===== src/rtl/clock_group_reset_sequencer.sv =====
// Staggered reset release for a group of clock-broadcast sinks: all outputs hold
// for HOLD_CYCLES after the reset source goes quiet, then release one by one.
module clock_group_reset_sequencer #(
  parameter int NUM_OUT        = 5,
  parameter int HOLD_CYCLES    = 16,
  parameter int STAGGER_CYCLES = 4
) (
  input  logic               auto_in_clock,
  input  logic               auto_in_reset,
  input  logic               sw_reset_req,
  output logic               auto_out_clock,
  output logic [NUM_OUT-1:0] auto_out_reset,
  output logic               done,
  output logic [1:0]         state_o
);

  localparam int MAX_CYC = (HOLD_CYCLES > STAGGER_CYCLES) ? HOLD_CYCLES : STAGGER_CYCLES;
  localparam int CNT_W   = $clog2(MAX_CYC) + 1;
  localparam int IDX_W   = $clog2(NUM_OUT) + 1;

  localparam logic [CNT_W-1:0] HOLD_LAST = CNT_W'(HOLD_CYCLES - 1);
  localparam logic [CNT_W-1:0] STAG_LAST = CNT_W'(STAGGER_CYCLES - 1);
  localparam logic [IDX_W-1:0] IDX_LAST  = IDX_W'(NUM_OUT - 1);

  typedef enum logic [1:0] {
    ST_ASSERT  = 2'd0,
    ST_RELEASE = 2'd1,
    ST_RUN     = 2'd2
  } state_t;

  state_t             state_reg, state_next;
  logic [CNT_W-1:0]   cnt_reg, cnt_next;
  logic [IDX_W-1:0]   idx_reg, idx_next;
  logic [NUM_OUT-1:0] rst_reg, rst_next;
  logic               done_reg, done_next;

  // The clock is forwarded untouched so every sink sees the source edge.
  assign auto_out_clock = auto_in_clock;
  assign auto_out_reset = rst_reg;
  assign done           = done_reg;
  assign state_o        = state_reg;

  always_ff @(posedge auto_in_clock) begin
    if (auto_in_reset) begin
      state_reg <= ST_ASSERT;
      cnt_reg   <= '0;
      idx_reg   <= '0;
      rst_reg   <= '1;
      done_reg  <= 1'b0;
    end else begin
      state_reg <= state_next;
      cnt_reg   <= cnt_next;
      idx_reg   <= idx_next;
      rst_reg   <= rst_next;
      done_reg  <= done_next;
    end
  end

  always_comb begin
    state_next = state_reg;
    cnt_next   = cnt_reg;
    idx_next   = idx_reg;
    rst_next   = rst_reg;
    done_next  = done_reg;

    if (sw_reset_req) begin
      // A held request pins cnt at zero, so the hold starts after it drops.
      state_next = ST_ASSERT;
      cnt_next   = '0;
      idx_next   = '0;
      rst_next   = '1;
      done_next  = 1'b0;
    end else begin
      case (state_reg)
        ST_ASSERT: begin
          rst_next  = '1;
          done_next = 1'b0;
          if (cnt_reg == HOLD_LAST) begin
            rst_next[0] = 1'b0;
            cnt_next    = '0;
            idx_next    = IDX_W'(1);
            if (NUM_OUT == 1) begin
              state_next = ST_RUN;
              done_next  = 1'b1;
            end else begin
              state_next = ST_RELEASE;
            end
          end else begin
            cnt_next = cnt_reg + CNT_W'(1);
          end
        end

        ST_RELEASE: begin
          if (cnt_reg == STAG_LAST) begin
            for (int i = 0; i < NUM_OUT; i++) begin
              if (idx_reg == IDX_W'(i)) rst_next[i] = 1'b0;
            end
            idx_next = idx_reg + IDX_W'(1);
            cnt_next = '0;
            if (idx_reg == IDX_LAST) begin
              state_next = ST_RUN;
              done_next  = 1'b1;
            end
          end else begin
            cnt_next = cnt_reg + CNT_W'(1);
          end
        end

        ST_RUN: begin
          rst_next  = '0;
          done_next = 1'b1;
        end

        default: begin
          state_next = ST_ASSERT;
          cnt_next   = '0;
          idx_next   = '0;
          rst_next   = '1;
          done_next  = 1'b0;
        end
      endcase
    end
  end

endmodule


===== config.mk =====
export PLATFORM = sky130hd
export DESIGN_NAME = clock_group_reset_sequencer
export DESIGN_NICKNAME = d
export VERILOG_FILES = /design/src/rtl/clock_group_reset_sequencer.sv
export SDC_FILE = /design/constraint.sdc
export NUM_CORES = 1
export LEC_CHECK = 0
export CORE_UTILIZATION = 50
export CTS_BUF_LIST = sky130_fd_sc_hd__clkbuf_8
export CTS_CLUSTER_DIAMETER = 50
export CTS_CLUSTER_SIZE = 25
export DETAILED_ROUTE_END_ITERATION = 7
export PLACE_DENSITY = 0.71
export SLEW_MARGIN = 40
export SYNTH_ARGS = -nofsm -noshare
export SYNTH_HDL_FRONTEND = slang
export SYNTH_SLANG_ARGS = --single-unit

===== constraint.sdc =====
create_clock -name auto_in_clock -period 1.7 [get_ports auto_in_clock]
set_input_delay 0.17 -clock auto_in_clock [delete_from_list [all_inputs] [get_ports auto_in_clock]]
set_output_delay 0.17 -clock auto_in_clock [all_outputs]
set_load 0.02 [all_outputs]

==> results.md, run 1 <==
- Status: finished, violations left
- Failing checks: setup timing
- Via count: 953
- Hold path endpoint: auto_out_reset[0]$_SDFFE_PP1P_
- Largest family of logic cells by synthesized area: simple AND/OR/NAND/NOR gates
- Maxcap violations: 0
- Mean routed wirelength per cell: 15.3 um
- Chip Width: between 40 and 50 um
- Arr. time, crit path: 2.04 ns
- Die Ht: approximately 47 um
- Synth cell types: between 40 and 50
- Reg-to-reg slack, setup: -0.04 ns
- Number of synthesized register bits: 17
- Clock latency on the worst-skew pair: 0.37 ns
- RSZ-0062 raised after global routing: yes
- Worst-path fanout max: 4
- Hold Path Depth: 1
- Area growth syn-to-layout: 38.1%
- Top-count cell post-synth: dfxtp_1
- 1st-pass router iterations: 4
- Via/cell ratio: 5.74
- Period minus WS final: 1.74 ns
- Die ar.: approximately 0.0022 mm2
- Antenna violations before repair: 0
- DRC viols: 0
- Post-synth top area share: 33.7%
- Worst min path class: flop to flop
- Internal: about 750 uW
- Simple-gate portion of the synthesized area: ~22%
- IO Port Bufs: 11
- Avg Inst Size Synth: 8.95 um2
- Diodes inserted: 0
- Top cells by count, synth: dfxtp_1 (17), nor2_1 (12), a21oi_1 (11), ha_1 (11), inv_1 (8)
- RD Place Congestion: 0.861
- Clock share of power: around 57%
- Setup TNS: -0.0363 ns
- Global-route wire length before repair: 3950 um
- Final Setup Violations: 1
- Core area: 0.00180 mm2
- Global route overflow: 0
- Total Power: 998 uW
- Xor/xnor share of the synthesized area: less than 1%
- Fin crit share: 102%
- Largest net degree at the start of global routing: 12
- Complex-gate fraction of the synthesized area: 19.7%
- Switching power summed over all nets: 248 uW
- Critical path launch point type: flop
- Nets@finish: between 150 and 200
- Register area: 352 um2
- Mux cell area share after synthesis: 4.95%
- Crit. End Element: flop
- Final Max Tran Viols: 0
- Dpl cell area: 0.00126 mm2
- Asr flop ratio synth: 0%
- Top cells by area, synth: dfxtp_1 (34%), ha_1 (14%), a21oi_1 (5.4%)
- Starting DRC count in detailed routing: 18
- Io pins: 12
- Net Sw Frac: 24.8%
- Leakage: 0.540 nW
- Commonest register cell after synthesis: dfxtp_1
- Dpl hpwl: 1730 um
- Routed Antenna Nets: 0
- WS Path Type: flop to flop
- Non-filler instance count after layout: 166
- Synth area leader: dfxtp_1
- Reg2reg start: cnt_reg[1]$_SDFFE_PP0N_
- Hold Slack: approximately 0.48 ns
- Pin slew with the least headroom to its limit: 0.373 ns
- CP Data Required Time: roughly 2.0 ns
- Worst vdd ir: 0.00111 V
- Initial Util: 56.1%
- Headroom to the max-slew limit: between 70% and 80%
- Hold Startpoint: auto_out_reset[0]$_SDFFE_PP1P_
- Post-Syn Nets: 127
- Layout cells sized above 1: 29.1%
- Filler cells: 133
- Final Skew: 0.00352 ns
- P per Cell Area: 715 mW/mm2
- Design area: roughly 0.0014 mm2
- R2R cell count: 8
- DP Cell Count: around 160
- Hold Fails Final Rpt: 0
- Combinational share of power: 3.2%
- Post-synth EDFFs: 0
- Warnings from Yosys: 0
- Seq pwr share: 40.1%
- GRT Total Usage: 27.2%
- Number of global-route vias before repair: 876
- Worst-path clk slew: 0.07 ns
- Cells after Synth: 113
- Reg2Reg Capture Point: idx_reg[2]$_SDFFE_PP0P_
- CTS tree: yes
- Synth Cell Area: 0.00101 mm2
- Register area share after synthesis: 33.7%
- Adder-Cell Fraction of Synth Area: ~14%
- Final worst slack: -0.0363 ns
- Top achievable clock speed: 0.576 GHz
- Number of core rows: 15
- WL final: 2540 um
- Multi-input gate area: 678 um2
[repair_timing]
action,CTS,global route
hold buffers,0,0
setup buffers,1,2
gates resized for setup,2,6
pin swaps,1,2
endpoints found under the setup margin,4,6
[critical path: stages (launching register included)]
cell,delay [ns]
dfxtp_2,0.36
ha_4,0.16
nand3_2,0.10
inv_2,0.08
ha_4,0.14
nor2b_4,0.05
or2_4,0.24
or4_1,0.41
a21oi_1,0.15
[cell type report]
cell class,count,share of cell area (%)
clock buffers,7,6.54
clock inverters,1,0.358
inverters,8,2.15
multi-input cells,84,48.6
flip-flops and latches,17,25.2
well taps,25,2.24
repair buffers,24,15.0
[layer usage]
layer / track usage (%) / part of all wire [%]
met5: 0 / 0
met4: 17.1 / 3.0
met1: 34.3 / 48
met3: 7.31 / 3.6
met2: 41.1 / 45
[worst max path at each step]
stage	end	startpoint	slack, ns
2_1_floorplan	idx_reg[2]$_SDFFE_PP0P_	cnt_reg[1]$_SDFFE_PP0N_	0.02
3_3_place_gp	idx_reg[2]$_SDFFE_PP0P_	cnt_reg[1]$_SDFFE_PP0N_	0.02
3_5_place_dp	idx_reg[2]$_SDFFE_PP0P_	cnt_reg[1]$_SDFFE_PP0N_	-0.04
4_1_cts	idx_reg[2]$_SDFFE_PP0P_	cnt_reg[1]$_SDFFE_PP0N_	-0.04
5_1_grt	idx_reg[2]$_SDFFE_PP0P_	cnt_reg[1]$_SDFFE_PP0N_	-0.08
6_report	idx_reg[2]$_SDFFE_PP0P_	cnt_reg[1]$_SDFFE_PP0N_	-0.04
[power by group through the flow]
| stage | logic [mW] | registers (mW) | clock network, mW |
|---|---|---|---|
| 4_1_cts | 0.0291 | 0.400 | 0.576 |
| 2_1_floorplan | 0.0137 | 0.409 | 0.0687 |
| 3_5_place_dp | 0.0276 | 0.409 | 0.0790 |
| 6_report | 0.0318 | 0.400 | 0.566 |
| 3_3_place_gp | 0.0265 | 0.409 | 0.0790 |
| 5_1_grt | 0.0338 | 0.400 | 0.599 |
[stage by stage]
step | setup slack (ns) | utilization, %
2_1_floorplan | 0.0210 | -
3_3_place_gp | 0.0237 | 69.7
3_5_place_dp | -0.0446 | 69.7
4_1_cts | -0.0363 | 75.1
5_1_grt | -0.0819 | 77.5
6_report | -0.0363 | 77.5
[layout by cell type (no fill, tap or decap), types with 5 or more instances in the layout]
cell and n:
clkbuf_8 6, ha_1 8, nor2_1 11, a21oi_1 11
mux2i_1 5, inv_1 7, dfxtp_1 12, buf_4 13
nand2_1 5, clkdlybuf4s50_1 10
[cells by family (layout without fill, tap and decap cells)]
kind of cell | Yosys count | count (layout)
compound gates | 29 | 29
mux | 5 | 5
simple gates | 38 | 38
flops | 17 | 17
fa+ha+maj | 11 | 11
xor+xnor | 1 | 1
buf+inv | 12 | 40
(Power assumes the default switching activity.)
==> run 2: changes to the inputs <==
--- a/config.mk
+++ b/config.mk
@@ -5,12 +5,14 @@
 export SDC_FILE = /design/constraint.sdc
 export NUM_CORES = 1
 export LEC_CHECK = 0
-export CORE_UTILIZATION = 50
+export CELL_PAD_IN_SITES_DETAIL_PLACEMENT = 1
+export CELL_PAD_IN_SITES_GLOBAL_PLACEMENT = 1
+export CORE_UTILIZATION = 39
 export CTS_BUF_LIST = sky130_fd_sc_hd__clkbuf_8
 export CTS_CLUSTER_DIAMETER = 50
 export CTS_CLUSTER_SIZE = 25
 export DETAILED_ROUTE_END_ITERATION = 7
-export PLACE_DENSITY = 0.71
+export PLACE_DENSITY = 0.73
 export SLEW_MARGIN = 40
 export SYNTH_ARGS = -nofsm -noshare
 export SYNTH_HDL_FRONTEND = slang
==> results.md, run 2 (synthesis gave the netlist of run 1 again) <==
- Die ar.: 0.00280 mm2 (+27%)
- Global-route wire length before repair: 4570 um (+16%)
- Fin crit share: 100% (-2.1 points)
- Most frequent cells in the layout: dfxtp_1 (12), a21oi_1 (11), buf_4 (11), nor2_1 (10), clkdlybuf4s50_1 (10)
- Core area: 0.00245 mm2 (+36%)
- Area growth syn-to-layout: 36.0%
- Crit. End Element: flop
- Failing checks: setup timing
- Delay of the slowest cell on the worst path: 0.40 ns (about the same)
- Filler cells: 290 (+120%)
- Critical path launch point type: flop
- Worst-path clk slew: 0.07 ns (about the same)
- Chip Width: 52.9 um (+13%)
- Initial Util: 41.2% (-15 points)
- Most used cell, CP: ha_4
- Mean routed wirelength per cell: 17.0 um (+12%)
- Global route overflow: 0 (unchanged)
- GRT Total Usage: 23.4% (-3.8 points)
- Met2 Track Usage GR: 36.3% (-4.8 points)
- CP Data Required Time: 2.00 ns (about the same)
- Dpl hpwl: 1940 um (+12%)
- Final worst slack: -0.000229 ns (+0.0361 ns)
- Antenna violations before repair: 0 (unchanged)
- Final core occ: 56.0% (-21 points)
- 1st-pass router iterations: 2 (-2)
- DRC viols: 0 (unchanged)
- Layout cells sized above 1: 28.3% (-0.82 points)
- Top achievable clock speed: 0.588 GHz (+2.1%)
- Headroom to the max-slew limit: 79.9% (+4.8 points)
- Slowest CP cell: or4_1
- Hold Path Depth: 1 (unchanged)
- Number of global-route vias before repair: 994 (+13%)
- Period minus WS final: 1.70 ns (-0.0361 ns)
- Diodes inserted: 0 (unchanged)
- P per Cell Area: 719 mW/mm2 (+0.54%)
- Met1 usage in global routing: 27.9% (-6.5 points)
- Non-filler instance count after layout: 168 (+1.2%)
- Final Max Tran Viols: 0 (unchanged)
- Clock latency on the worst-skew pair: 0.37 ns (about the same)
- Worst vdd ir: 0.000806 V (-27%)
- WL final: 2860 um (+13%)
- Io pins: 12 (unchanged)
- Leakage: 0.521 nW (-3.5%)
- WS Path Type: flop to flop
- Via/cell ratio: 5.62 (-2.1%)
- Critical-path cell list: ha_4 > nand3_4 > inv_2 > ha_4 > nor2b_4 > or2_4 > or4_1 > a21oi_1
- Hold Fails Final Rpt: 0 (unchanged)
- Maxcap violations: 0 (unchanged)
- Number of core rows: 18 (+3)
- Nets@finish: 153 (-1.9%)
- Arr. time, crit path: 2.00 ns (-0.04 ns)
- Final Setup Violations: 1 (unchanged)
- Routed Antenna Nets: 0 (unchanged)
- RD Place Congestion: 0.741 (-14%)
- IO Port Bufs: 11 (unchanged)
- RSZ-0062 raised after global routing: yes
- Largest net degree at the start of global routing: 12 (unchanged)
- Via count: 944 (-0.94%)
- Status: finished, violations left
- GR Util met3: 6.03% (-1.3 points)
- R2R cell count: 8 (unchanged)
- Most common cell after layout, fill and taps aside: dfxtp_1
- Starting DRC count in detailed routing: 9 (-9)
- DP Cell Count: 159 (+1.9%)
- Worst min path class: flop to flop
- CTS Hold Bufs: 0 (unchanged)
- Final Skew: 0.00260 ns (-0.000916 ns)
- Most used routing layer: met2
- Worst-path fanout max: 5 (+1)
- Die Ht: 52.9 um (+13%)
- Pin slew with the least headroom to its limit: 0.301 ns (-0.0715 ns)
- CTS tree: yes
[run 2: final cells by class]
type / instances / area (um2) / area share, %
inverter: 8 / 30.0 / 2.18
clock buffer: 7 / 91.3 / 6.64
clock inverter: 1 / 5.00 / 0.364
sequential: 17 / 354 / 25.8
tap: 30 / 37.5 / 2.73
multi-input combinational: 84 / 674 / 49.0
timing repair buffer: 21 / 183 / 13.3
[run 2: path summary, 6_finish.rpt]
| check | start | endpoint | slack (ns) |
|---|---|---|---|
| setup reg to reg | cnt_reg[0]$_SDFFE_PP0N_ | idx_reg[2]$_SDFFE_PP0P_ | -0.0002 |
| hold reg to reg | auto_out_reset[0]$_SDFFE_PP1P_ | auto_out_reset[0]$_SDFFE_PP1P_ | 0.51 |
| setup / recovery | cnt_reg[0]$_SDFFE_PP0N_ | idx_reg[2]$_SDFFE_PP0P_ | -0.0002 |
| hold / removal | auto_out_reset[0]$_SDFFE_PP1P_ | auto_out_reset[0]$_SDFFE_PP1P_ | 0.51 |
[run 2: through the flow]
step	total power [mW]	instance area, um2	setup WS [ns]	TNS, ns	hold slack [ns]
after floorplan	0.492	1050	0.0210	0	0.283
after global placement	0.513	1250	0.0174	0	0.447
after detailed placement	0.515	1250	-0.0652	-0.117	0.491
after CTS	1.00	1350	-0.0428	-0.0428	0.515
after global routing	1.03	1380	-0.0531	-0.116	0.529
final	0.988	1380	-0.000229	-0.000229	0.511
[run 2: repair_timing]
item                                    4_1_cts  5_1_grt
resized for setup                             5        3
gates cloned                                  0        0
pin swaps                                     0        3
setup buffers                                 0        2
endpoints found under the setup margin        5        7
[run 2: report_power, final]
part / internal [mW] / switching [mW]
Sequential: 0.397 / 0.00289
Combinational: 0.0138 / 0.0137
Clock: 0.335 / 0.226
Total: 0.746 / 0.242
[run 2: worst max-delay path: cells and delay by family, from the launching register on]
kind | cells | cell delay, ns
simple gates | 4 | 0.76
flops | 1 | 0.37
fa+ha+maj | 2 | 0.30
compound gates | 1 | 0.13
buf+inv | 1 | 0.08
[run 2: routing by layer]
metal	up-vias	wire length, um	share of wire, %
met5	-	0	0
li1	457	-	-
met3	8	65	2.3
met2	17	1420	50
met4	0	59	2.1
met1	462	1320	46
